**config.mk**
```make
export PLATFORM = sky130hd
export DESIGN_NAME = vend_dispense_sequencer
export DESIGN_NICKNAME = d
export VERILOG_FILES = /design/src/rtl/vend_disp_pkg.sv /design/src/rtl/vend_evt_fifo.sv /design/src/rtl/vend_dispense_sequencer.sv
export SDC_FILE = /design/constraint.sdc
export NUM_CORES = 1
export LEC_CHECK = 0
export ABC_AREA = 1
export CAP_MARGIN = 20
export CORE_MARGIN = 5
export CORE_UTILIZATION = 40
export CTS_BUF_LIST = sky130_fd_sc_hd__clkbuf_4 sky130_fd_sc_hd__clkbuf_8
export DETAILED_ROUTE_END_ITERATION = 10
export MAX_ROUTING_LAYER = met4
export PLACE_DENSITY = 0.66
export SLEW_MARGIN = 10
export SYNTH_ARGS = -nofsm -noshare
export SYNTH_HDL_FRONTEND = slang
export SYNTH_SLANG_ARGS = --single-unit
export TNS_END_PERCENT = 100
```
**constraint.sdc**
```tcl
create_clock -name clk -period 1.95 [get_ports clk]
set_input_delay 0.195 -clock clk [delete_from_list [all_inputs] [get_ports clk]]
set_output_delay 0.195 -clock clk [all_outputs]
set_load 0.05 [all_outputs]
```
**src/rtl/vend_disp_pkg.sv**
```systemverilog
// Shared types for the vending dispense sequencer: FSM states, action-mask bit
// positions and the priority picker used to choose the next action.
package vend_disp_pkg;

  typedef enum logic [1:0] {IDLE, REQ, REL, FAULT} state_e;

  localparam int ACT_MOTOR = 0;
  localparam int ACT_5C    = 1;
  localparam int ACT_10C   = 2;
  localparam int ACT_N     = 3;

  // Lowest set bit wins, which gives motor > 5c > 10c.
  function automatic logic [ACT_N-1:0] first_act(input logic [ACT_N-1:0] m);
    return m & (~m + 3'd1);
  endfunction

endpackage

```
**src/rtl/vend_evt_fifo.sv**
```systemverilog
// Small event queue for action masks. Pointers carry one extra wrap bit so that
// full and empty are distinguished. A push while full is accepted only when a
// pop happens in the same cycle.
module vend_evt_fifo #(
  parameter int DEPTH = 4,
  parameter int W     = 3
) (
  input  logic         clk,
  input  logic         rst,
  input  logic         push,
  input  logic         pop,
  input  logic [W-1:0] din,
  output logic [W-1:0] dout,
  output logic         full,
  output logic         empty
);
  localparam int AW = $clog2(DEPTH);

  logic [W-1:0] mem [DEPTH];
  logic [AW:0]  wr_ptr, rd_ptr;
  logic         do_push, do_pop;

  assign empty   = (wr_ptr == rd_ptr);
  assign full    = (wr_ptr[AW] != rd_ptr[AW]) && (wr_ptr[AW-1:0] == rd_ptr[AW-1:0]);
  assign do_pop  = pop && !empty;
  assign do_push = push && (!full || do_pop);
  assign dout    = mem[rd_ptr[AW-1:0]];

  always_ff @(posedge clk or negedge rst) begin
    if (!rst) begin
      wr_ptr <= '0;
      rd_ptr <= '0;
    end else begin
      if (do_push) wr_ptr <= wr_ptr + 1'b1;
      if (do_pop)  rd_ptr <= rd_ptr + 1'b1;
    end
  end

  always_ff @(posedge clk) begin
    if (do_push) mem[wr_ptr[AW-1:0]] <= din;
  end

endmodule

```
**src/rtl/vend_dispense_sequencer.sv**
```systemverilog
// Queues vend/change pulses and plays them out on the motor and coin hoppers over
// four-phase req/ack, tracking coin inventory. VEND_DISP_TIMEOUT_EN adds a watchdog.
module vend_dispense_sequencer
  import vend_disp_pkg::*;
#(
  parameter int QDEPTH     = 4,
  parameter int CNT_W      = 8,
  parameter int INIT_5C    = 20,
  parameter int INIT_10C   = 20,
  parameter int LOW_THRESH = 2,
  parameter int TIMEOUT    = 255
) (
  input  logic             clk,
  input  logic             rst,
  input  logic             vend,
  input  logic             change_5C,
  input  logic             change_10C,
  input  logic             refill,
  output logic             motor_req,
  input  logic             motor_ack,
  output logic             hop5_req,
  input  logic             hop5_ack,
  output logic             hop10_req,
  input  logic             hop10_ack,
  output logic             busy,
  output logic             q_full,
  output logic             overflow,
  output logic             short_change,
  output logic             exact_change_only,
  output logic             fault,
  output logic [CNT_W-1:0] cnt_5c,
  output logic [CNT_W-1:0] cnt_10c
);
  localparam logic [CNT_W-1:0] INIT5  = CNT_W'(INIT_5C);
  localparam logic [CNT_W-1:0] INIT10 = CNT_W'(INIT_10C);
  localparam logic [CNT_W-1:0] LOW    = CNT_W'(LOW_THRESH);

  state_e           state, nstate;
  logic [ACT_N-1:0] cur_mask, nmask, q_dout, act_oh, nact_oh, ack_vec, req_vec, req_n;
  logic             q_empty, push, pop, skip, nskip, act_ack;
  logic [CNT_W-1:0] cnt5_n, cnt10_n;

  assign push = vend | change_5C | change_10C;
  assign pop  = (state == IDLE) && !q_empty;

  vend_evt_fifo #(.DEPTH(QDEPTH), .W(ACT_N)) u_fifo (
    .clk   (clk),
    .rst   (rst),
    .push  (push),
    .pop   (pop),
    .din   ({change_10C, change_5C, vend}),
    .dout  (q_dout),
    .full  (q_full),
    .empty (q_empty)
  );

  assign ack_vec = {hop10_ack, hop5_ack, motor_ack};
  assign act_oh  = first_act(cur_mask);
  assign act_ack = |(act_oh & ack_vec);
  // A coin due from an empty hopper is retired without ever raising its req.
  assign skip    = (act_oh[ACT_5C] && cnt_5c == '0) || (act_oh[ACT_10C] && cnt_10c == '0);

  assign busy              = (state != IDLE) || !q_empty;
  assign exact_change_only = (cnt_5c < LOW) || (cnt_10c < LOW);
  assign {hop10_req, hop5_req, motor_req} = req_vec;

`ifdef VEND_DISP_TIMEOUT_EN
  localparam int WD_W = $clog2(TIMEOUT + 1);
  logic [WD_W-1:0] wd_cnt;
  logic            wd_hit;
  assign wd_hit = (state == REQ || state == REL) && (wd_cnt == WD_W'(TIMEOUT - 1));
`endif

  always_comb begin
    nstate = state;
    nmask  = cur_mask;
    case (state)
      IDLE: if (!q_empty) begin
        nstate = REQ;
        nmask  = q_dout;
      end
      REQ: begin
        if (skip) begin
          nmask  = cur_mask & ~act_oh;
          nstate = (nmask == '0) ? IDLE : REQ;
        end else if (act_ack) begin
          nstate = REL;
        end
      end
      REL: if (!act_ack) begin
        nmask  = cur_mask & ~act_oh;
        nstate = (nmask == '0) ? IDLE : REQ;
      end
      default: ;
    endcase
`ifdef VEND_DISP_TIMEOUT_EN
    if (wd_hit) nstate = FAULT;
`endif
  end

  always_comb begin
    cnt5_n  = cnt_5c;
    cnt10_n = cnt_10c;
    if (refill) begin
      cnt5_n  = INIT5;
      cnt10_n = INIT10;
    end else if (state == REQ && nstate == REL) begin
      if (act_oh[ACT_5C]  && cnt_5c  != '0) cnt5_n  = cnt_5c  - 1'b1;
      if (act_oh[ACT_10C] && cnt_10c != '0) cnt10_n = cnt_10c - 1'b1;
    end
  end

  // Reqs are registered: decide next cycle's req from next mask and next counts.
  assign nact_oh = first_act(nmask);
  assign nskip   = (nact_oh[ACT_5C] && cnt5_n == '0) || (nact_oh[ACT_10C] && cnt10_n == '0);
  assign req_n   = (nstate == REQ && !nskip) ? nact_oh : '0;

  always_ff @(posedge clk or negedge rst) begin
    if (!rst) begin
      state        <= IDLE;
      cur_mask     <= '0;
      req_vec      <= '0;
      cnt_5c       <= INIT5;
      cnt_10c      <= INIT10;
      overflow     <= 1'b0;
      short_change <= 1'b0;
    end else begin
      state    <= nstate;
      cur_mask <= nmask;
      req_vec  <= req_n;
      cnt_5c   <= cnt5_n;
      cnt_10c  <= cnt10_n;
      if (push && q_full && !pop) overflow <= 1'b1;
      if (state == REQ && skip)   short_change <= 1'b1;
    end
  end

`ifdef VEND_DISP_TIMEOUT_EN
  always_ff @(posedge clk or negedge rst) begin
    if (!rst) begin
      wd_cnt <= '0;
      fault  <= 1'b0;
    end else begin
      if (nstate != state || nmask != cur_mask) wd_cnt <= '0;
      else if (state == REQ || state == REL)    wd_cnt <= wd_cnt + 1'b1;
      if (nstate == FAULT) fault <= 1'b1;
    end
  end
`else
  assign fault = 1'b0;
`endif

endmodule

```
==> results.toml <==
[outcome]
outcome = "finished with violations"
violations = "setup timing"

[synthesis]
syn-num-nets = 419
synth_xor_area_share_pct = 3.809
synth_seq_cells = 44
synth_compound_area_share_pct = 4.697
synth_area_leaders = "dfrtp_1 (24%), nand2_1 (18%), edfxtp_1 (12%)"
synth_cells = 401
synth_top_family_by_area = "simple AND/OR/NAND/NOR gates"
syn_area_per_cell_um2 = 7.373
synthAdderAreaFrac_pct = 3.809
ys_warn_count = 0
synth_area_um2 = 2957
yosysTopAreaCellShare_pct = 23.70
synth_mux_area_share_pct = 0
synth-simple-area-share_pct = 38.30
synth_top_area_cell = "dfrtp_1"
yosysSeqAreaShare_pct = 39.44
synth_cell_types = 31

[layout]
drive_gt1_share_pct = 35.04
area_growth_pct = 44.18
final_util_pct = 59.09
insertedDiodeCount = 0
final_net_count = 525
postLayoutCellArea_um2 = 4263

[placement]
post-place-ws_ns = -0.09380
place_area_um2 = 3830
place_congestion = 0.8713
dpl.hpwl_um = 5698
numPortBuffers = 32

[power_and_ir_drop]
p_int_mw = 1.691
combPwrFrac_pct = 22.6
leakagePower_nw = 2.101
power_frac_clock_pct = 30.7
p_switching_mw = 0.7433
vdd_drop_max_v = 0.0004554
power_density_nw_per_um2 = 571.0
switching_share_pct = 30.54
p_seq_share_pct = 46.7

[detailed_routing]
avgViaCountPerCell = 4.766
route.detailed.drc = 0
drt_iter0_markers = 209
routed_wl_um = 8177
vias = 2893
wire_per_inst_um = 13.47
ant_nets = 0
dr.pass1.iters = 5

[floorplanning]
initial_core_util_pct = 40.98
design.core.area_um2 = 7214
dieArea_um2 = 9211
pin_count = 34
die_y_um = 95.98
rows = 31
die_w_um = 95.98

[sta]
layout_setup_ws_ns = -0.06525
max_freq_mhz = 496.2
slew_headroom_pct = 64.27
setup_viol = 4
rsz0062_at_grt = "true"
drv_slew = 0
finalClockSkew_ns = 0.007954
tightest_slew_ns = 0.5353
min_period_over_period_pct = 103.3
setup-tns-final_ns = -0.1362
final_hold_viol_count = 0
post-route-min-period_ns = 2.015

[worst_setup_path]
endpoint = "req_vec[1]$_DFF_PN0_"
arrival_ns = 2.22
path_cells = "nor2_4, nand2_4, nor2_4, nand2_4, buf_6, nand4_4, nand2_1, nand2_1, nor2_2, nand2_1, nor2_2, nand3_1, nand4_1, inv_1"
crit_top_cell = "nand2_1"
end_kind = "flop"
rrSetupSlack_ns = -0.07
start_kind = "flop"
crit_buf_inv = 2
required_ns = 2.16
max_stage_delay_ns = 0.64
cp.depth = 14
cp_top_family = "simple AND/OR/NAND/NOR gates"
worstSetupPathType = "flop to flop"
r2r-end = "req_vec[1]$_DFF_PN0_"
crit_start = "cnt_10c[2]$_DFF_PN1_"
r2r_cells = 14
crit_fanout = 8
reg2reg_from = "cnt_10c[2]$_DFF_PN1_"
cp_slowest_cell = "dfstp_4"

[clock_tree]
cts_buffers = 5
htreeDepth = 2
cts_sinks = 44
cts.clk_slew.worst_paths_ns = 0.10
root_buffer = "clkbuf_8"
tritoncts = "done"
clock_path_buffers = 2
clock_latency_ns = 0.31

[global_route]
grt_start_max_net_pins = 33
grt_pass1_vias = 2848
grt_pass1_wl_um = 13260
grt_usage_pct = 19.08
grt_antenna_before_repair = 0
grt_overflow_total = 0

[hold_path]
hold_path.class = "input pin to async pin"

[job]
maxCapViolations = 0
worst min path at each step:
| stage | slack [ns] | start | end |
|---|---|---|---|
| floorplan | -0.10 | rst | cnt_10c[0]$_DFF_PN0_ |
| global route | 0.33 | rst | cnt_10c[6]$_DFF_PN0_ |
| finish | 0.28 | rst | cnt_10c[6]$_DFF_PN0_ |
| detailed placement | 0.46 | overflow$_DFFE_PN0P_ | overflow$_DFFE_PN0P_ |
| CTS | 0.30 | rst | cnt_10c[6]$_DFF_PN0_ |
| global placement | 0.46 | overflow$_DFFE_PN0P_ | overflow$_DFFE_PN0P_ |
through the flow:
| stage | std cells | hold WS (ns) | total power [mW] |
|---|---|---|---|
| after global routing | 607 | 0.3310 | 2.569 |
| final | 607 | 0.2835 | 2.434 |
| after CTS | 603 | 0.3041 | 2.441 |
| after global placement | 580 | 0.4604 | 1.667 |
| after floorplan | 401 | -0.1006 | 1.455 |
| after detailed placement | 580 | 0.4649 | 1.692 |
per-layer routing:
layer  wire length [um]  part of all wire, %  vias up  global-route usage (%)
met5                  0                    0        -                       -
met4                125                  1.5        0                   5.687
met3                349                  4.3       12                   2.502
met2               4039                   49       76                   31.15
met1               3662                   45     1347                   24.82
li1                   -                    -     1458                       -
kinds of logic after synthesis:
logic type,after synthesis
buf+inv,69
fa+ha+maj,9
compound gates,22
flops,44
xor+xnor,12
other cells,1
simple gates,244
cells in the mapped netlist:
| library cell | n |
|---|---|
| nand2_2 | 5 |
| o21ai_1 | 1 |
| edfxtp_1 | 12 |
| nand4_4 | 1 |
| conb_1 | 1 |
| dfstp_2 | 4 |
| nand3b_1 | 1 |
| nand3_2 | 8 |
| nand3_1 | 32 |
| xnor2_2 | 1 |
| o211ai_1 | 3 |
| nor3_1 | 2 |
| buf_4 | 2 |
| o21ai_4 | 1 |
| buf_6 | 3 |
| nor2_1 | 35 |
| nand4_1 | 6 |
| inv_1 | 59 |
| inv_2 | 4 |
| nand2_1 | 140 |
| xor2_1 | 11 |
| nand2_4 | 2 |
| a21oi_1 | 5 |
| ha_1 | 9 |
| o21bai_1 | 2 |
| o21ai_0 | 9 |
| buf_2 | 1 |
| nor2_4 | 6 |
| dfrtp_1 | 28 |
| nor2_2 | 6 |
| a32o_1 | 1 |
placed cells by master (no fill, tap or decap), types with 5 or more instances in the layout:
cell             Yosys  final
clkdlybuf4s50_1      0     25
nor2_2               6     18
edfxtp_1            12     12
inv_2                4      7
nand3_1             32     27
clkbuf_8             0      5
nand2_2              5     15
ha_1                 9      6
buf_4                2     70
o21ai_0              9      6
nand4_1              6      6
dfrtp_1             28     17
nor2_1              35     18
nand2_1            140    128
inv_1               59     55
nor2_4               6     11
dfrtp_2              0     11
xor2_1              11     11
nand3_2              8     13
layout make-up:
type	instances	area [um2]
fill	657	2952
multi-input combinational	289	1677
sequential	44	1191
timing repair buffer	104	917.1
inverter	63	239.0
tap	99	123.9
clock buffer	5	68.82
clock inverter	3	46.29
repair_timing:
action	CTS	global route
setup endpoints to repair	4	22
pin swaps	16	12
resized for setup	21	29
hold buffers	0	0
gates cloned	2	0
buffers inserted	13	4
sequential cells by signal, indices dropped and copies added, names as in the netlist:
signal,count
cnt_5c,8
req_vec,3
short_change,1
state,2
cnt_10c,8
u_fifo.mem,12
cur_mask,3
u_fifo.rd_ptr,3
u_fifo.wr_ptr,3
overflow,1
power by group through the flow:
stage               Combinational, mW  Clock [mW]  Sequential, mW
global placement                0.516           0            1.15
CTS                             0.538       0.765            1.14
finish                          0.551       0.747            1.14
detailed placement              0.534           0            1.16
floorplan                       0.314           0            1.14
global route                    0.624       0.797            1.15
(Power assumes the default switching activity.)
